==> src/rtl/scc_mixer.sv <==
// SCC channel sequencer and mixer: walks slots 0..7, scales each enabled channel's
// sample by its volume, sums six channels and publishes one mixed sample per frame.
module scc_mixer #(
  parameter int out_bits = 15
) (
  input  logic                       clk,
  input  logic                       reset,
  input  logic                       enable,
  output logic [2:0]                 active,
  input  logic [7:0]                 sample_in,
  input  logic [3:0]                 volume_in,
  input  logic [5:0]                 key_on,
  output logic signed [out_bits-1:0] mix_out,
  output logic                       mix_valid
);

  logic [2:0]                 active_q, active_d;
  logic signed [11:0]         prod_q, prod_d;
  logic signed [14:0]         acc_q, acc_d;
  logic signed [out_bits-1:0] mix_q, mix_d;
  logic                       valid_q, valid_d;
  logic [7:0]                 key_ext_s;
  logic                       key_sel_s;
  logic signed [12:0]         prod_full_s;

  // Signed sample times unsigned volume; the volume gets a zero sign bit so -128 stays negative.
  function automatic logic signed [12:0] scale(input logic [7:0] s, input logic [3:0] v);
    logic signed [12:0] s_ext;
    logic signed [12:0] v_ext;
    s_ext = $signed({{5{s[7]}}, s});
    v_ext = $signed({9'b0_0000_0000, v});
    return s_ext * v_ext;
  endfunction

  // Slots 6 and 7 map onto the zero-padded mask bits, so they always contribute nothing.
  always_comb begin
    key_ext_s   = {2'b00, key_on};
    key_sel_s   = key_ext_s[active_q];
    prod_full_s = scale(sample_in, volume_in);
  end

  // Next-state: product stage and accumulate stage advance together on each strobe.
  always_comb begin
    active_d = active_q;
    prod_d   = prod_q;
    acc_d    = acc_q;
    mix_d    = mix_q;
    valid_d  = 1'b0;
    if (enable) begin
      active_d = active_q + 3'd1;
      prod_d   = key_sel_s ? prod_full_s[11:0] : 12'sd0;
      if (active_q == 3'd7) begin
        mix_d   = acc_q[14 -: out_bits];
        valid_d = 1'b1;
        acc_d   = 15'sd0;
      end else begin
        acc_d = acc_q + $signed({{3{prod_q[11]}}, prod_q});
      end
    end else begin
      valid_d = 1'b0;
    end
  end

  // State register with asynchronous reset.
  always_ff @(posedge clk or posedge reset) begin
    if (reset) begin
      active_q <= 3'd0;
      prod_q   <= 12'sd0;
      acc_q    <= 15'sd0;
      mix_q    <= '0;
      valid_q  <= 1'b0;
    end else begin
      active_q <= active_d;
      prod_q   <= prod_d;
      acc_q    <= acc_d;
      mix_q    <= mix_d;
      valid_q  <= valid_d;
    end
  end

  assign active    = active_q;
  assign mix_out   = mix_q;
  assign mix_valid = valid_q;

endmodule

==> config.mk <==
export PLATFORM = sky130hd
export DESIGN_NAME = scc_mixer
export DESIGN_NICKNAME = d
export VERILOG_FILES = /design/src/rtl/scc_mixer.sv
export SDC_FILE = /design/constraint.sdc
export NUM_CORES = 1
export LEC_CHECK = 0
export BUFFER_PORTS_ARGS = -buffer_cell sky130_fd_sc_hd__buf_4
export CAP_MARGIN = 5
export CORE_ASPECT_RATIO = 1.75
export CORE_MARGIN = 1.5
export CORE_UTILIZATION = 54
export CTS_CLUSTER_SIZE = 20
export DETAILED_ROUTE_END_ITERATION = 10
export PLACE_DENSITY = 0.85
export SYNTH_ARGS = -nofsm -noshare
export SYNTH_HDL_FRONTEND = slang
export SYNTH_SLANG_ARGS = --single-unit
==> constraint.sdc <==
create_clock -name clk -period 2.3 [get_ports clk]
set_input_delay 0.345 -clock clk [delete_from_list [all_inputs] [get_ports clk]]
set_output_delay 0.345 -clock clk [all_outputs]
set_load 0.005 [all_outputs]
==> flow_metrics.py <==
metrics = {
    "detailed_routing": {
        "via_per_inst": 5.61,
        "wirelength_mm": 9.13,
        "post_drt_wl_per_cell_um": 17.0,
        "ant_nets": 0,
        "drt_pre_antenna_iters": 4,
        "vias": 3013,
        "drt_first_iter_violations": 170,
        "drc": 0,
    },
    "timing": {
        "slew_headroom": 0.578,
        "setup_repair_after_global_routing_missed_its_margin": "true",
        "min_period_ps": 3090,
        "hold_slack_ps": 136,
        "finalClockSkew_ps": 4.99,
        "tightestPinTransition_ps": 633,
        "timing_hold_violations_final": 0,
        "fmaxAchievable_ghz": 0.323,
        "part_of_the_cycle_the_worst_path_needs": 1.34,
        "final.setup.worst_slack_ps": -791,
        "final-setup-viol-count": 9,
        "maxSlewViolCount": 0,
    },
    "worst_setup_path": {
        "crit_family": "adder cells",
        "critical_path_arrival_ps": 3270,
        "critPathKind": "in2reg",
        "timing.critical_path.slowest_stage_cell": "sky130_fd_sc_hd__fa_1",
        "worstPathMaxFanout": 3,
        "worst_ep_required_time_ps": 2480,
        "path_buf_inv": 4,
        "critPathMaxStageDelay_ps": 510,
        "critical_path.cell_chain": "buf_6, and2_4, ha_4, inv_2, fa_1, fa_1, inv_2, ha_4, a21o_1, a211oi_2, nor2_2, buf_4, o311a_1, a22o_1",
        "critPathCaptureType": "flip-flop",
        "start_kind": "input port",
    },
    "logic_synthesis": {
        "synth-async-reset-ratio": 1.00,
        "synth_ff_type": "sky130_fd_sc_hd__dfrtp_1",
        "synth_largest_type_area_fraction": 0.318,
        "post_synthesis_cell_area_um2": 3620,
        "yosys-top-cells-area": "sky130_fd_sc_hd__dfrtp_1 (32%), sky130_fd_sc_hd__ha_1 (13%), sky130_fd_sc_hd__fa_1 (9.4%), sky130_fd_sc_hd__inv_1 (5.4%), sky130_fd_sc_hd__mux2_2 (4.7%)",
        "synthDistinctLibCells": 53,
        "yosysSeqAreaShare": 0.318,
        "synth_enable_flop_cells": 0,
        "synth_fp_nets": 442,
        "synth_cells": 367,
        "synth.avg_cell_area_um2": 9.86,
        "yosys_register_bits": 46,
        "synth_top_area_cell": "sky130_fd_sc_hd__dfrtp_1",
        "yosysWarningCount": 0,
    },
    "grt": {
        "grt_pass1_wl_mm": 14.5,
        "antenna_violations_before_repair": 0,
        "grtUsageTotal": 0.257,
        "global_route.overflow_total": 0,
        "grt_max_degree": 32,
        "grt_pass1_vias": 3280,
    },
    "cells_and_area": {
        "fraction_of_final_layout_cells_sized_beyond_drive_strength_1": 0.387,
        "post_route_non_filler_standard_cell_count": 537,
        "final_nets": 531,
        "area.growth.synth_to_final_pct": 35.9,
        "layout.filler_cells": 428,
        "number_of_antenna_repair_diodes": 0,
    },
    "floorplan": {
        "initial_utilization": 0.558,
        "core.rowCount": 39,
        "die-height_um": 111,
        "placeableCoreArea_um2": 6490,
        "fp.dieW_um": 64.9,
        "floorplan.die_area_um2": 7220,
        "top_level_ports": 40,
    },
    "power_and_ir_drop": {
        "power.static_leakage_nw": 2.35,
        "power_density_nw_per_um2": 1080,
        "max-vdd-ir-drop_v": 0.000457,
    },
    "run_status": {
        "violations_in_the_final_reports": "negative setup slack",
        "run_status": "complete, but fails checks",
    },
    "cts": {
        "worst_setup_hold_path_clk_slew_ps": 60,
        "ctsHoldBuffers": 0,
        "clock_insertion_delay_worst_skew_ps": 290,
        "cts_sinks": 46,
        "htree_num_levels": 2,
        "cts_tree": "built",
        "clk_root_buffer_cell": "sky130_fd_sc_hd__clkbuf_16",
        "cts_max_path_buffers": 2,
        "cts_inserted_buffers": 5,
    },
    "hold_path": {
        "worst_hold_path_type": "in2async",
    },
    "job": {
        "max_cap_viol_count": 0,
    },
    "placed_design": {
        "dp_hpwl_mm": 6.70,
        "io_buffer_count": 39,
        "place_congestion": 0.932,
        "place_inst": 522,
    },
}
## layout make-up
type                            count  area (um2)  share of cell area
Clock buffer                        6         139              0.0282
Timing Repair Buffer               91         721               0.146
Inverter                           52         195              0.0397
Sequential cell                    46        1150               0.234
Multi-Input combinational cell    260        2610               0.531
Tap cell                           82         103              0.0209
## cell usage in the layout (no fill, tap or decap), types with 4 or more instances in the layout
cell / n
sky130_fd_sc_hd__a21o_1: 7
sky130_fd_sc_hd__a21oi_1: 9
sky130_fd_sc_hd__and2_1: 17
sky130_fd_sc_hd__and2_4: 6
sky130_fd_sc_hd__buf_4: 81
sky130_fd_sc_hd__buf_6: 10
sky130_fd_sc_hd__clkbuf_16: 5
sky130_fd_sc_hd__dfrtp_1: 46
sky130_fd_sc_hd__fa_1: 15
sky130_fd_sc_hd__ha_1: 22
sky130_fd_sc_hd__ha_4: 14
sky130_fd_sc_hd__inv_1: 42
sky130_fd_sc_hd__inv_2: 10
sky130_fd_sc_hd__mux2_2: 15
sky130_fd_sc_hd__nand2_1: 26
sky130_fd_sc_hd__nand3_1: 8
sky130_fd_sc_hd__nor2_1: 9
sky130_fd_sc_hd__o21ai_0: 6
sky130_fd_sc_hd__o21ai_1: 13
sky130_fd_sc_hd__o2bb2ai_1: 6
sky130_fd_sc_hd__o31ai_1: 4
sky130_fd_sc_hd__xnor2_1: 13
sky130_fd_sc_hd__xor2_1: 6
## synth_stat cells (2+ instances only)
| library cell | count |
|---|---|
| sky130_fd_sc_hd__xnor2_1 | 14 |
| sky130_fd_sc_hd__buf_1 | 2 |
| sky130_fd_sc_hd__a21oi_1 | 11 |
| sky130_fd_sc_hd__fa_1 | 17 |
| sky130_fd_sc_hd__dfrtp_1 | 46 |
| sky130_fd_sc_hd__mux2_2 | 15 |
| sky130_fd_sc_hd__nand4_1 | 2 |
| sky130_fd_sc_hd__o2bb2ai_1 | 6 |
| sky130_fd_sc_hd__nand3_1 | 8 |
| sky130_fd_sc_hd__a22o_1 | 3 |
| sky130_fd_sc_hd__o21ai_0 | 6 |
| sky130_fd_sc_hd__and3_1 | 2 |
| sky130_fd_sc_hd__inv_1 | 52 |
| sky130_fd_sc_hd__a311oi_1 | 3 |
| sky130_fd_sc_hd__a211oi_1 | 3 |
| sky130_fd_sc_hd__o31ai_1 | 6 |
| sky130_fd_sc_hd__nand2b_1 | 4 |
| sky130_fd_sc_hd__nor2b_1 | 3 |
| sky130_fd_sc_hd__o41ai_1 | 2 |
| sky130_fd_sc_hd__a21o_1 | 7 |
| sky130_fd_sc_hd__o21ai_1 | 17 |
| sky130_fd_sc_hd__ha_1 | 37 |
| sky130_fd_sc_hd__nor2_1 | 10 |
| sky130_fd_sc_hd__xor2_1 | 6 |
| sky130_fd_sc_hd__and2_1 | 23 |
| sky130_fd_sc_hd__o21a_1 | 2 |
| sky130_fd_sc_hd__nand2_1 | 26 |
| sky130_fd_sc_hd__nor3_1 | 3 |
| sky130_fd_sc_hd__clkbuf_1 | 7 |
## state kept, by name, indices dropped and copies added (netlist names)
signal,flops
active,3
acc_q,15
mix_out,15
prod_q,12
mix_valid,1
## layer usage
layer	GRT usage	vias to the layer above	part of all wire
met4	0.116	0	0.035
met1	0.236	1483	0.34
met5	0	-	0
met3	0.0335	31	0.022
met2	0.523	62	0.60
li1	-	1437	-
## metrics by stage
| step | util | cell area, um2 | setup TNS (ps) | total power, W | setup slack [ps] |
|---|---|---|---|---|---|
| after global placement | 0.683 | 4430 | -6320 | 0.00411 | -992 |
| after floorplan | - | 3750 | -4050 | 0.00326 | -813 |
| final | 0.758 | 4920 | -5000 | 0.00533 | -791 |
| after global routing | 0.758 | 4920 | -5760 | 0.00571 | -852 |
| after detailed placement | 0.683 | 4430 | -7010 | 0.00426 | -1070 |
| after CTS | 0.732 | 4750 | -4220 | 0.00509 | -733 |
## power by group
part	internal (W)	switching [W]	total (W)	leakage (nW)
Clock	0.000420	0.000282	0.000701	0.0688
Sequential	0.00117	0.000264	0.00143	0.588
Combinational	0.00163	0.00157	0.00320	1.70
Total	0.00322	0.00211	0.00533	2.35
## cells by family after synthesis
group                    synth area share
AO/OA/AOI/OAI                       0.166
XOR/XNOR                           0.0484
adder cells (fa/ha/maj)             0.222
buffers and inverters              0.0633
flip-flops                          0.318
multiplexers                       0.0557
AND/OR/NAND/NOR                     0.127
## what timing repair did
action / CTS / global route
resized for setup: 26 / 23
pin swaps: 25 / 22
setup buffers: 6 / 4
endpoints found under the setup margin: 9 / 11
## final timing paths
path	to	depth (start not counted)	slack, ps	startpoint
worst max-delay path	prod_q[8]	14	-790	sample_in[2]
worst min-delay path	active[0]	2	140	reset
worst max register to register	acc_q[14]	9	-40	prod_q[0]
worst min register to register	mix_out[2]	2	490	mix_out[2]
max in group asynchronous	mix_out[0]	3	1600	reset
min in group clk	prod_q[0]	4	460	sample_in[0]
No activity file was read; power rests on OpenSTA's default activity.
